[src/rtl/mdu_seq.sv]
// mdu_seq: iterative RV32M multiply/divide sequencer sharing one 33-bit ripple adder.
// Build with MDU_DIV_EN defined to include the divider; without it divide ops finish at once flagged illegal.
module mdu_fa (
    input  logic x,
    input  logic y,
    input  logic ci,
    output logic s,
    output logic co
);
    assign s  = x ^ y ^ ci;
    assign co = (x & y) | (ci & (x ^ y));
endmodule

module mdu_seq #(
    parameter int XLEN = 32,
    parameter int ITER = 32
) (
    input  logic            clk,
    input  logic            rst_n,
    input  logic            start,
    input  logic [2:0]      op,
    input  logic [XLEN-1:0] a,
    input  logic [XLEN-1:0] b,
    input  logic            flush,
    output logic            busy,
    output logic            done,
    output logic [XLEN-1:0] result,
    output logic            illegal
);
`ifdef MDU_DIV_EN
    localparam bit DIV_EN = 1'b1;
`else
    localparam bit DIV_EN = 1'b0;
`endif
    localparam int CW = $clog2(ITER);

    typedef enum logic [2:0] {IDLE, PREP_A, PREP_B, CALC, FIX_LO, FIX_HI, DONE} state_t;

    state_t          state, nstate;
    logic [2:0]      op_q;
    logic [XLEN-1:0] hi, lo, dv;
    logic            sa, neg_res, fix_c, ill_q;
    logic [CW-1:0]   cnt;
    logic [XLEN:0]   ax, ay, sum;
    logic [XLEN+1:0] ch;
    logic            cin, div_op, is_rem, sgn_a, sgn_b, ill_start;

    assign div_op    = DIV_EN && op_q[2];
    assign is_rem    = op_q[1];
    assign sgn_a     = (op_q == 3'b001) || (op_q == 3'b010) || (op_q == 3'b100) || (op_q == 3'b110);
    assign sgn_b     = (op_q == 3'b001) || (op_q == 3'b100) || (op_q == 3'b110);
    assign ill_start = !DIV_EN && op[2];

    assign ch[0] = cin;
    for (genvar i = 0; i <= XLEN; i++) begin : g_fa
        mdu_fa u_fa (.x(ax[i]), .y(ay[i]), .ci(ch[i]), .s(sum[i]), .co(ch[i+1]));
    end

    // Single adder, operands steered by state; divide subtracts via ~dvsr + 1.
    always_comb begin
        ax  = '0;
        ay  = '0;
        cin = 1'b0;
        case (state)
            PREP_A: begin
                ax  = {1'b0, ~lo};
                cin = 1'b1;
            end
            PREP_B: begin
                ax  = {1'b0, ~dv};
                cin = 1'b1;
            end
            CALC: begin
                ax  = div_op ? {hi, lo[XLEN-1]} : {1'b0, hi};
                ay  = div_op ? {1'b1, ~dv} : {1'b0, dv};
                cin = div_op;
            end
            FIX_LO: begin
                ax  = {1'b0, ~((div_op && is_rem) ? hi : lo)};
                cin = 1'b1;
            end
            FIX_HI: begin
                ax  = {1'b0, ~hi};
                cin = fix_c;
            end
            default: ;
        endcase
    end

    always_ff @(posedge clk) begin
        if (!rst_n) state <= IDLE;
        else state <= nstate;
    end

    always_comb begin
        nstate = state;
        if (flush) nstate = IDLE;
        else begin
            case (state)
                IDLE:    nstate = start ? (ill_start ? DONE : PREP_A) : IDLE;
                PREP_A:  nstate = PREP_B;
                PREP_B:  nstate = CALC;
                CALC:    nstate = (cnt == CW'(ITER - 1)) ? FIX_LO : CALC;
                FIX_LO:  nstate = FIX_HI;
                FIX_HI:  nstate = DONE;
                default: nstate = IDLE;
            endcase
        end
    end

    always_comb begin
        busy    = state != IDLE;
        done    = (state == DONE) && !flush;
        illegal = done && ill_q;
    end

    always_ff @(posedge clk) begin
        if (!rst_n) begin
            result  <= '0;
            cnt     <= '0;
            op_q    <= '0;
            hi      <= '0;
            lo      <= '0;
            dv      <= '0;
            sa      <= 1'b0;
            neg_res <= 1'b0;
            fix_c   <= 1'b0;
            ill_q   <= 1'b0;
        end else begin
            cnt <= (state == CALC) ? cnt + 1'b1 : '0;
            case (state)
                IDLE: if (start && !flush) begin
                    op_q  <= op;
                    lo    <= a;
                    dv    <= b;
                    hi    <= '0;
                    ill_q <= ill_start;
                    if (ill_start) result <= '0;
                end
                PREP_A: begin
                    sa <= sgn_a && lo[XLEN-1];
                    if (sgn_a && lo[XLEN-1]) lo <= sum[XLEN-1:0];
                end
                PREP_B: begin
                    if (sgn_b && dv[XLEN-1]) dv <= sum[XLEN-1:0];
                    // A zero divisor keeps the all-ones quotient un-negated.
                    neg_res <= (op_q == 3'b110) ? sa :
                               ((op_q == 3'b001) || (op_q == 3'b010) || ((op_q == 3'b100) && (dv != '0))) ?
                               sa ^ (sgn_b && dv[XLEN-1]) : 1'b0;
                end
                CALC: begin
                    if (div_op) begin
                        hi <= ch[XLEN+1] ? sum[XLEN-1:0] : {hi[XLEN-2:0], lo[XLEN-1]};
                        lo <= {lo[XLEN-2:0], ch[XLEN+1]};
                    end else begin
                        {hi, lo} <= {(lo[0] ? sum : {1'b0, hi}), lo[XLEN-1:1]};
                    end
                end
                FIX_LO: begin
                    fix_c <= sum[XLEN];
                    lo    <= neg_res ? sum[XLEN-1:0] : ((div_op && is_rem) ? hi : lo);
                end
                FIX_HI: if (!flush) begin
                    result <= (div_op || op_q[1:0] == 2'b00) ? lo : (neg_res ? sum[XLEN-1:0] : hi);
                end
                default: ;
            endcase
        end
    end
endmodule

[config.mk]
export PLATFORM = sky130hd
export DESIGN_NAME = mdu_seq
export DESIGN_NICKNAME = d
export VERILOG_FILES = /design/src/rtl/mdu_seq.sv
export SDC_FILE = /design/constraint.sdc
export NUM_CORES = 1
export LEC_CHECK = 0
export CELL_PAD_IN_SITES_DETAIL_PLACEMENT = 0
export CELL_PAD_IN_SITES_GLOBAL_PLACEMENT = 2
export CORE_MARGIN = 2
export CORE_UTILIZATION = 35
export DETAILED_ROUTE_END_ITERATION = 12
export PLACE_DENSITY_LB_ADDON = 0.1
export SYNTH_ARGS = -nofsm -noshare
export SYNTH_HDL_FRONTEND = slang
export SYNTH_SLANG_ARGS = --single-unit
[constraint.sdc]
create_clock -name clk -period 17.3 [get_ports clk]
set_input_delay 3.46 -clock clk [delete_from_list [all_inputs] [get_ports clk]]
set_output_delay 3.46 -clock clk [all_outputs]
set_load 0.1 [all_outputs]
* Word level (Yosys, flattened, before mapping)
Index checks and enable logic that the tools add are counted.
** Storage, ports and cells
- Logic and storage cells :: 251
- Register bits after elaboration :: 143
** Cells by class
- Equality and inequality tests :: 17
- Add/subtract/negate cells :: 1
- Muxes and demuxes :: 25
- Bitwise gates (word level) :: 167
- Reductions and logical operators :: 30
** Operators by type and width (count)
- two-way mux 32 bit :: 12
- case mux 32 bit (4 select lines) :: 2
- case mux 32 bit (2 select lines) :: 3
- inverter 32 bit :: 3
- bitwise XOR 1 bit :: 66
- bitwise AND 1 bit :: 64
- two-way mux 33 bit :: 1
- OR 1 bit :: 32
- nonzero test 32 bit :: 1
- case mux 3 bit (6 select lines) :: 1
- == test 3 bit, second input constant :: 5
- != test 2 bit, second input constant :: 6
- == test 3 x 2 -> 1 bit, second input constant :: 3
- two-way mux 3 bit :: 3
- AND reduction 4 bit :: 2
- == test 3 x 1 -> 1 bit, second input constant :: 2
- logical AND 1 bit :: 6
- logical OR 1 bit :: 6
- AND reduction 2 bit :: 3
- nonzero test 2 bit :: 3
- adder 5 x 1 -> 5 bit, second input constant :: 1
- == test 5 bit, second input constant :: 1
- nonzero test 4 bit :: 1
- OR reduction 2 bit :: 2
- 10 further kinds :: 11

* Depth between registers and ports, before layout
Gate-level depths: netlist of run 1.
- Word-level depth :: 71
- Mapped depth :: 48
- Mapped depth without buffers :: 45

* Cells and area by module
Synthesis of run 1 repeated with hierarchy kept, for this count alone.
** Second synthesis, totals
- Cells, all modules :: 1208
- Area, all modules :: 9714.3 sq um
** By module, submodules not included
- mdu_seq :: cells an instance 1175, area an instance 9053.7 sq um, instances 1
- mdu_fa :: cells an instance 1, area an instance 20.0 sq um, instances 33

* Worst setup path after synthesis of run 1
No wires, ideal clock.
- Path kind :: reg-to-reg
- Start :: reg state[2]
- End :: reg lo[31]
- Path buffers :: 3
- Clock period less this slack :: 15.785 ns
- Data arrival time :: 15.660 ns
- Stages on the path, launching flop included :: 48
- Path slack :: 1.515 ns
- Cells stage by stage :: dfxtp_1 buf_2 nand2b_1 clkbuf_1 nor2_1 clkbuf_1 nand2_1 fa_1 fa_1 fa_1 fa_1 fa_1 fa_1 fa_1 fa_1 fa_1 inv_1 fa_1 (+12 left out) inv_1 fa_1 inv_1 fa_1 fa_1 fa_1 fa_1 fa_1 fa_1 fa_1 fa_1 inv_1 fa_1 fa_1 nor4b_1 a31oi_1 o211ai_1 o22ai_1
** Between the ends
- Word-level cells in the longest chain between the ends :: 69
- Elaborated cells on any way between the ends :: 147
** RTL lines
- start: declaration :: line 39 : state_t state, nstate;
- start signal: assignment :: line 92 : else state <= nstate;
- == test 3 x 1 -> 1 bit / == test 3 bit (equally long branches) :: line 64, 131
- OR reduction 2 bit (no line)
- case mux 32 bit (4 select lines) :: line 64 : case (state)
- bitwise XOR 1 bit :: line 10, 11
- bitwise AND 1 bit :: line 11 : assign co = (x & y) | (ci & (x ^ y));
- OR 1 bit :: line 11
- bitwise AND 1 bit :: line 11
- OR 1 bit :: line 11
- (+53 left out)
- OR 1 bit :: line 11
- bitwise AND 1 bit :: line 11
- OR 1 bit :: line 11
- bitwise AND 1 bit :: line 11
- OR 1 bit :: line 11
- bitwise XOR 1 bit :: line 10 : assign s = x ^ y ^ ci;
- two-way mux 32 bit, on equally long branches :: line 161, 142
- case mux 32 bit (4 select lines) :: line 131 : case (state)
- end signal: assignment :: line 142 : if (sgn_a && lo[XLEN-1]) lo <= sum[XLEN-1:0];
- end signal: assignment :: line 156 : {hi, lo} <= {(lo[0] ? sum : {1'b0, hi}), lo[XLEN-1:1]};
- end signal: assignment :: line 161 : lo <= neg_res ? sum[XLEN-1:0] : ((div_op && is_rem) ? hi : lo);
- end: declaration :: line 41 : logic [XLEN-1:0] hi, lo, dv;
Parallel ways exist; a longest one is shown, timed or not. The select of a mux whose other input is x is not followed.
A chain may end at the register's enable or synchronous reset.

* Final worst setup path of run 1
- Start :: reg state[1]
- End :: reg lo[31]
Same word-level chain as after synthesis.

==> results of run 1 <==
-- state kept, by name, indices dropped and copies added, names as in the netlist --
register,count
fix_c,1
op_q,3
lo,32
neg_res,1
cnt,5
dv,32
state,3
hi,32
sa,1
result,32
-- kinds of logic after synthesis --
| kind of cell | count (synthesis) | share of synthesized area |
|---|---|---|
| compound gates | 405 | 0.325 |
| xor+xnor | 3 | 0.00283 |
| fa+ha+maj | 34 | 0.0717 |
| buf+inv | 129 | 0.0609 |
| flops | 142 | 0.306 |
| mux | 66 | 0.0749 |
| simple gates | 318 | 0.158 |
-- layer usage --
layer,vias up,global-route usage,routed length (microns)
met4,0,0.0573,488
met5,-,0,0
met3,40,0.0349,1360
met1,4334,0.350,16400
met2,256,0.379,15400
li1,4211,-,-
-- final cells by class --
cell class	instances	area, sq um	share of cell area
Sequential cell	142	2850	0.257
Clock buffer	19	443	0.0400
Multi-Input combinational cell	826	5910	0.534
Tap cell	335	419	0.0379
Clock inverter	13	178	0.0161
Inverter	10	37.5	0.00339
Timing Repair Buffer	129	1230	0.111
-- through the flow --
| step | utilization | area, sq um | hold WS [ps] | std cells |
|---|---|---|---|---|
| after global placement | 0.401 | 10400 | 430 | 1442 |
| after floorplan | - | 9290 | 418 | 1097 |
| after CTS | 0.425 | 11100 | 453 | 1474 |
| final | 0.425 | 11100 | 450 | 1474 |
| after global routing | 0.425 | 11100 | 483 | 1474 |
| after detailed placement | 0.401 | 10400 | 445 | 1442 |
-- synth_stat cells, types with 3 or more instances --
master,n,area (sq um)
o221ai_1,88,771
a2111oi_0,4,35.0
and3_1,8,50.1
nor2_1,51,191
dfxtp_1,142,2840
a211oi_1,37,278
o2bb2ai_1,59,517
a21oi_1,34,170
buf_12,3,60.1
o22ai_1,5,31.3
buf_2,14,70.1
nor3b_1,4,30.0
nand2_1,163,612
buf_1,10,37.5
nor4_1,9,56.3
a31oi_1,4,25.0
o21ai_0,94,470
nor3_1,32,160
inv_1,9,33.8
clkbuf_1,90,338
nand3_1,5,25.0
a211o_1,29,254
nor2b_1,15,93.8
nand4_1,3,18.8
or4_1,5,37.5
mux2i_1,38,380
o21a_1,3,22.5
fa_1,32,641
a21boi_0,9,67.6
nand2b_1,7,43.8
o211a_1,32,320
mux2_2,28,315
-- worst paths after layout --
kind | from | to | slack [ps] | cells after the start
min reg2reg | cnt[0] | cnt[0] | 450 | 1
max | state[1] | lo[31] | 1030 | 44
min | cnt[0] | cnt[0] | 450 | 1
max reg2reg | state[1] | lo[31] | 1030 | 44
-- power by group through the flow --
stage / clock network, W / registers [W] / logic, W
2_1_floorplan: 0 / 0.000356 / 0.000112
3_3_place_gp: 0 / 0.000367 / 0.000164
3_5_place_dp: 0 / 0.000367 / 0.000164
4_1_cts: 0.000409 / 0.000360 / 0.000164
5_1_grt: 0.000422 / 0.000362 / 0.000180
6_report: 0.000398 / 0.000360 / 0.000164
-- worst max-delay path, delay by kind of cell (launching register included) --
kind | cells | cell delay (ps)
compound gates | 5 | 690
fa+ha+maj | 32 | 13920
flops | 1 | 480
buf+inv | 5 | 390
simple gates | 2 | 670
-- cells in the final DEF (no fill, tap or decap), types with 9 or more instances in the layout --
cell type and instances:
nor2b_1 12, buf_4 25, mux2_2 28, o211a_1 32
o221ai_1 88, nor4_1 9, a21boi_0 9, a211oi_1 37
dfxtp_1 140, o21ai_0 94, nor2_1 49, inv_1 9
clkbuf_16 17, fa_1 32, nor3_1 32, o2bb2ai_1 59
mux2i_1 38, a211o_1 29, a21oi_1 33, clkdlybuf4s50_1 104
nand2_1 162
==> summary.md, run 1 <==
| Metric | Value |
|---|---|
| Initial antenna violation count | `0` |
| Final setup violation count | `0` |
| Reg clk slew, reported paths | `70 ps` |
| CTS HTree Levels | `4` |
| Post-cts gate resize count | `0` |
| Post-layout nets | `around 1.2k` |
| Core area | `~26000 sq um` |
| Most used cell along the critical path | `fa_1` |
| Place WS | `between 900 and 1000 ps` |
| GP Congestion | `0.839` |
| Postcts setup bufs | `0` |
| Die area | `approximately 28000 sq um` |
| Peak VDD IR | `roughly 0.052 mV` |
| Unrepaired setup endpoints after global routing | `no` |
| # fillers | `~2.7k` |
| Die Span Y | `about 170 microns` |
| Psw | `between 0.0002 and 0.0003 W` |
| Register share of total power | `0.390` |
| Worst slew margin | `0.302` |
| CTS max path bufs | `2` |
| Root Buffer | `clkbuf_16` |
| Rows | `59` |
| CP endpoint kind | `register` |
| Fin worst setup slack | `between 1000 and 1500 ps` |
| Setup_tns | `0 ps` |
| First-pass GRT wire length | `52600 microns` |
| Clock share of power | `0.432` |
| Area grow syn2layout | `19.2%` |
| Worst-Skew Late Latency | `between 400 and 500 ps` |
| Yosys cell types | `58` |
| DRC | `0` |
| Vias per inst | `~6` |
| Synth Cell Area | `a little over 9000 sq um` |
| Ys flop type | `dfxtp_1` |
| Clock Skews | `around 14 ps` |
| All-Layer GR Usage | `0.242` |
| Total power | `about 0.00092 W` |
| DRT iter0 DRCs | `between 800 and 900` |
| MaxCap Viol Count | `0` |
| GRT Residual Overflow | `0` |
| Hold Path Class | `reg2reg` |
| Post-DRT Antenna Nets | `0` |
| CP arrival | `16550 ps` |
| Num CTS Buffers | `17` |
| WL/cell | `approximately 23 microns` |
| Comb power frac | `0.177` |
| CP max stage cell | `fa_1` |
| Worst-Margin Slew | `roughly 1000 ps` |
| Num Clock Sinks | `142` |
| Post-synth EDFFs | `0` |
| Starting Density | `0.356` |
| Synth Register Bits | `142` |
| Req. time, crit path | `around 18000 ps` |
| Share of cells above drive strength 1 | `0.0887` |
| Routed WL | `approximately 34000 microns` |
| Syn Nets | `approximately 1.2k` |
| Initial DRT Pass Iterations | `7` |
| Setup CP Type | `reg2reg` |
| Pin count of the biggest net entering global routing | `between 70 and 80` |
| CTS Hold Buffers Added | `0` |
| CTS tree | `done` |
| Synthesized area per cell | `approximately 8.5 sq um` |
| Switching part of the total | `0.304` |
| Final hold viol count | `0` |
| Register area share after synthesis | `0.306` |
| Max incr delay on CP | `slightly below 500 ps` |
| Min cycle time layout | `between 15000 and 20000 ps` |
| Hpwl dp | `20800 microns` |
| Outcome | `finished, final reports clean` |
| Vias | `slightly below 9k` |
| Fin. max-slew vios | `0` |
| Fmax achieved | `a little over 0.06 GHz` |
| Ant. Diodes | `0` |
| Top Ports | `around 110` |
| Top fanout value on the critical path | `11` |
| Static Leakage | `roughly 3.8 nW` |
| Post-synth ARST share | `0` |
| Pwr/cell area | `around 83 nW/um^2` |
| Synth Warn # | `0` |
| Die W | `around 170 microns` |
| Final Cycle Share | `0.940` |
| Synth Instances | `1097` |
| Number of global-route vias before repair | `approximately 8.6k` |
| Int Power | `between 0.0006 and 0.0007 W` |
| Worst Setup Start Kind | `register` |
| I/O Buffers | `105` |
Power figures use the tool's default switching activity.
==> inputs of run 2 (changes only) <==
CORE_ASPECT_RATIO = 0.6   (was not set)
CTS_BUF_LIST = sky130_fd_sc_hd__clkbuf_8 sky130_fd_sc_hd__clkbuf_16   (was not set)
==> summary.md, run 2 (synthesis gave the netlist of run 1 again) <==
| Metric | Value |
|---|---|
| GRT Residual Overflow | `0` |
| Ant. Diodes | `0` |
| Peak VDD IR | `just under 0.06 mV` |
| CTS max path bufs | `2` |
| Register share of total power | `0.405` |
| Worst slew margin | `0.290` |
| Switching part of the total | `0.309` |
| Routed WL | `~35000 microns` |
| CTS tree | `done` |
| Setup_tns | `0 ps` |
| Final core utilization | `0.421` |
| Comb power frac | `0.187` |
| Area grow syn2layout | `19.1%` |
| Pwr/cell area | `between 80 and 90 nW/um^2` |
| Post-DRT Antenna Nets | `0` |
| Top Ports | `roughly 110` |
| CTS Hold Buffers Added | `0` |
| M3 GR Usage | `0.0429` |
| Static Leakage | `a little under 4 nW` |
| Most used cell along the critical path | `fa_1` |
| Int Power | `between 0.0006 and 0.0007 W` |
| CTS HTree Levels | `4` |
| Req. time, crit path | `~18000 ps` |
| First-pass GRT wire length | `about 54000 microns` |
| Core area | `26200 sq um` |
| Num CTS Buffers | `17` |
| Initial DRT Pass Iterations | `7` |
| All-Layer GR Usage | `0.258` |
| Unrepaired setup endpoints after global routing | `no` |
| Starting Density | `0.354` |
| Hpwl dp | `between 20000 and 25000 microns` |
| I/O Buffers | `about 110` |
| Max incr delay on CP | `640 ps` |
| Rows | `46` |
| Clock share of power | `0.408` |
| Initial antenna violation count | `0` |
| Final setup violation count | `0` |
| Outcome | `finished, final reports clean` |
| Clock Skews | `7.56 ps` |
| MaxCap Viol Count | `0` |
| WL/cell | `around 24 microns` |
| Share of cells above drive strength 1 | `0.0894` |
| Final hold viol count | `0` |
| Psw | `about 0.00028 W` |
| Fin. max-slew vios | `0` |
| Hold Path Class | `reg2reg` |
| Root Buffer | `clkbuf_16` |
| DRT iter0 DRCs | `around 680` |
| CP arrival | `16760 ps` |
| Die Span Y | `about 130 microns` |
| Postcts setup bufs | `0` |
| Most frequent cells in the layout | `162 x nand2_1, 139 x dfxtp_1, 104 x clkdlybuf4s50_1, 94 x o21ai_0, 88 x o221ai_1` |
| Final Cycle Share | `0.951` |
| Met1 Use GR | `0.412` |
| Vias | `8871` |
| CP bufs+invs | `6` |
| Worst-Margin Slew | `around 1100 ps` |
| Vias per inst | `between 5 and 6` |
| CP endpoint kind | `register` |
| Setup CP Type | `reg2reg` |
| Fmax achieved | `0.0608 GHz` |
| Total power | `~0.0009 W` |
| Number of global-route vias before repair | `slightly above 8k` |
| Worst Setup Start Kind | `register` |
| Worst-Skew Late Latency | `roughly 450 ps` |
| Pin count of the biggest net entering global routing | `64` |
| Top Family by Delay on Critical Path | `adder cells` |
| Min cycle time layout | `between 15000 and 20000 ps` |
| Met2 Use GR | `0.346` |
| DRC | `0` |
| Reg clk slew, reported paths | `approximately 60 ps` |
| Die W | `around 210 microns` |
| Num Clock Sinks | `142` |
| Post-layout nets | `~1.2k` |
| Commonest non-fill, non-tap cell in the layout | `nand2_1` |
| Post-cts gate resize count | `0` |
| CP max stage cell | `dfxtp_1` |
| Die area | `between 20000 and 30000 sq um` |
| GR peak layer | `met1` |
| Top fanout value on the critical path | `18` |
| GP Congestion | `0.829` |
[run 2: cell types whose count changed in the layout (fill, tap and decap cells not counted), sizes merged]
cell / before / now
clkinv: 4 / 1
clkinvlp: 2 / 3
clkbuf: 19 / 21
bufinv: 3 / 1
buf: 25 / 29
[run 2: final timing paths]
kind / from / to / slack (ps) / cells after the start
max: state[1] / lo[31] / 840 / 44
min: result[21] / result[21] / 450 / 2
max reg2reg: state[1] / lo[31] / 840 / 44
min reg2reg: result[21] / result[21] / 450 / 2
[run 2: per-stage QoR]
| step | worst slack (ps) | cells | instance area, sq um | hold WS (ps) |
|---|---|---|---|---|
| 3_3_place_gp | 974 | 1471 | 10500 | 429 |
| 4_1_cts | 756 | 1501 | 11100 | 457 |
| 6_report | 841 | 1501 | 11100 | 454 |
| 5_1_grt | 74.8 | 1501 | 11100 | 477 |
| 3_5_place_dp | 790 | 1471 | 10500 | 441 |
| 2_1_floorplan | 1510 | 1097 | 9290 | 418 |
[run 2: layer usage]
layer / vias to the layer above / wire length, microns
li1: 4228 / -
met1: 4307 / 19100
met2: 314 / 13700
met3: 22 / 2230
met4: 0 / 402
met5: - / 0
[run 2: final cells by class]
type | count | area (sq um)
Multi-Input combinational cell | 826 | 5910
Tap cell | 360 | 450
Clock inverter | 9 | 72.6
Inverter | 10 | 37.5
Clock buffer | 21 | 480
Fill cell | 2679 | 15200
Timing Repair Buffer | 133 | 1260
Sequential cell | 142 | 2850
[run 2: tightest hold or removal path, stage by stage (launching register included)]
cell      delay, ps
dfxtp_1         310
nand2_1          50
a21boi_1         50
[run 2: power groups by stage]
stage	registers, W	clock network, W	logic, W
4_1_cts	0.000361	0.000370	0.000167
6_report	0.000362	0.000364	0.000167
3_3_place_gp	0.000368	0	0.000166
3_5_place_dp	0.000368	0	0.000166
2_1_floorplan	0.000356	0	0.000112
5_1_grt	0.000363	0.000382	0.000182
==> RTL edit: new RTL, flow settings as in run 1 <==
Encoding of `state_t`: now one-hot (7 bits for 7 states).
--- a/src/rtl/mdu_seq.sv
+++ b/src/rtl/mdu_seq.sv
@@ -34,7 +34,7 @@
 `endif
     localparam int CW = $clog2(ITER);
 
-    typedef enum logic [2:0] {IDLE, PREP_A, PREP_B, CALC, FIX_LO, FIX_HI, DONE} state_t;
+    typedef enum logic [6:0] {IDLE = 7'b0000001, PREP_A = 7'b0000010, PREP_B = 7'b0000100, CALC = 7'b0001000, FIX_LO = 7'b0010000, FIX_HI = 7'b0100000, DONE = 7'b1000000} state_t;
 
     state_t          state, nstate;
     logic [2:0]      op_q;
Formal check against the unedited RTL: same outputs for any inputs over 10 cycles, from zero or initial values and one cycle with rst_n low; not proved beyond that.
==> RTL edit against run 1 <==
Setup slack lost 0.22 ns; final area shrank 3.8%; first-iteration DRC count shrank 18%; synthesized area shrank 4.6%; wire length shrank 6.1%; total power shrank 12%; sequential share of layout area grew 1.8 points; sequential cell count grew 4.
==> RTL edit: results (changes against run 1) <==
* Status: complete, no violations (unchanged)
* Number of synthesized flops with an enable pin at 0 (unchanged)
* Clock buffer depth at 2 (unchanged)
* Largest delay share family, worst path: adder cells (unchanged)
* Reg2Reg Setup Slack at 0.81 ns (was 1.03 ns)
* DR vias/cell at 5.60 (was 6.00)
* Largest net degree at the start of global routing at 94 (was 72)
* GP Congestion at 0.824 (was 0.839)
* 1st-iter DRT viols at 672 (was 820)
* Synth cell types at 55 (was 58)
* Hpwl dp at 20.5 mm (was 20.8 mm)
* Final wirelength at 31.6 mm (was 33.6 mm)
* Crit-path slowest cell: nor4_4 (was fa_1)
* Cts bufs inserted at 17 (unchanged)
* Most frequent cells after synthesis: 180 x nand2_1, 164 x nor2_1, 146 x dfxtp_1, 89 x a21oi_1, 85 x clkbuf_1 (was 163 x nand2_1, 142 x dfxtp_1, 94 x o21ai_0, 90 x clkbuf_1, 88 x o221ai_1)
* GRT overflow at 0 (unchanged)
* Worst Path Arrival at 16.78 ns (was 16.55 ns)
* Main synth FF type: dfxtp_1 (unchanged)
* YS warnings at 0 (unchanged)
* Synth area leaders: dfxtp_1 33%, nand2_1 7.6%, fa_1 7.2% (was dfxtp_1 31%, o221ai_1 8.3%, fa_1 6.9%)
* Clock-pin slew on the worst setup and hold paths at 0.07 ns (about the same)
* Hold Slack at 0.451 ns (was 0.450 ns)
* Register area share after synthesis at 33.0% (was 30.6%)
* Vias in the first global route at 8212 (was 8649)
* Number of port buffers at 105 (unchanged)
* Static Leak at 3.54 nW (was 3.85 nW)
* All-Layer GR Usage at 24.3% (was 24.2%)
* Fillers at 2577 (was 2686)
* DR pass1 iterations at 5 (was 7)
* Setup Skew at 0.0187 ns (was 0.0142 ns)
* Tightest Hold Check Type: flop to flop (unchanged)
* CP peak stage delay at 0.51 ns (was 0.49 ns)
* Root buf cell: clkbuf_16 (unchanged)
* # nets final at 1321 (was 1231)
* Asr flop ratio synth at 0% (unchanged)
* Ant diodes at 0 (unchanged)
* Worst skew pair latency at 0.43 ns (about the same)
* Layout cells sized above 1 at 6.18% (was 8.87%)
* Worst vdd ir at 0.0641 mV (was 0.0523 mV)
* Antenna violations before repair at 0 (unchanged)
* Max_slew headroom at 21.6% (was 30.2%)
* First-pass GRT wire length at 50.0 mm (was 52.6 mm)
* # H-tree levels at 4 (unchanged)
* Worst-path maximum fanout at 20 (was 11)
RTL edit: cell count changes in the layout (fill, tap and decap cells not counted), sizes merged, moves of 42 or more:
cell     delta
a21oi      +55
nor2      +113
nand3      +64
o221ai     -84
a21boi     +42
o2bb2ai    -59
RTL edit: routing by layer:
metal	up-vias	part of all wire (%)	track usage [%]
met2	290	41	35.0
met4	0	1.1	4.91
met3	24	5.8	3.81
li1	4272	-	-
met1	4141	52	38.0
met5	-	0	0
RTL edit: worst paths after layout:
kind,startpoint,to,depth (start not counted)
worst max-delay path,state[6],lo[31],44
worst min-delay path,result[19],result[19],2
worst max register to register,state[6],lo[31],44
worst min register to register,result[19],result[19],2
RTL edit: final cells by class:
| type | instances | area share, % |
|---|---|---|
| clock buffers | 18 | 4.13 |
| clock inverters | 14 | 1.13 |
| inverters | 12 | 0.423 |
| multi-input cells | 912 | 51.6 |
| flip-flops and latches | 146 | 27.5 |
| well taps | 330 | 3.88 |
| repair buffers | 127 | 11.4 |
RTL edit: timing repair:
action                     CTS  global route
gates resized for setup      0             2
buffers inserted             0             0
setup endpoints to repair    0             4
RTL edit: logic make-up after synthesis:
logic type / share of synthesized area, %
buffers and inverters: 5.75
adders and majority gates: 7.51
DFF: 33.0
muxes: 1.47
AOI/OAI and AO/OA: 28.4
xor gates and xnor gates: 0.494
and+or+nand+nor: 23.4
RTL edit: worst reg2reg max path, delay by kind of cell, from the launching register on:
| kind | cells | cell delay (ns) |
|---|---|---|
| adders and majority gates | 32 | 13.95 |
| and+or+nand+nor | 3 | 0.80 |
| buffers and inverters | 6 | 0.62 |
| AOI/OAI and AO/OA | 3 | 0.55 |
| DFF | 1 | 0.45 |
RTL edit: power breakdown:
group,switching (mW),internal [mW],total [mW]
Sequential,0.0160,0.348,0.364
Combinational,0.0534,0.0370,0.0904
Clock,0.169,0.192,0.361
RTL edit: stage by stage:
step	area, µm²	worst slack, ns	util, %	total power, mW	instances
2_1_floorplan	8860	1.32	-	0.417	1182
3_3_place_gp	10100	0.792	40.2	0.461	1527
3_5_place_dp	10100	0.622	40.2	0.461	1527
4_1_cts	10600	0.519	42.5	0.821	1559
5_1_grt	10600	0.0133	42.5	0.847	1559
6_report	10600	0.810	42.5	0.815	1559
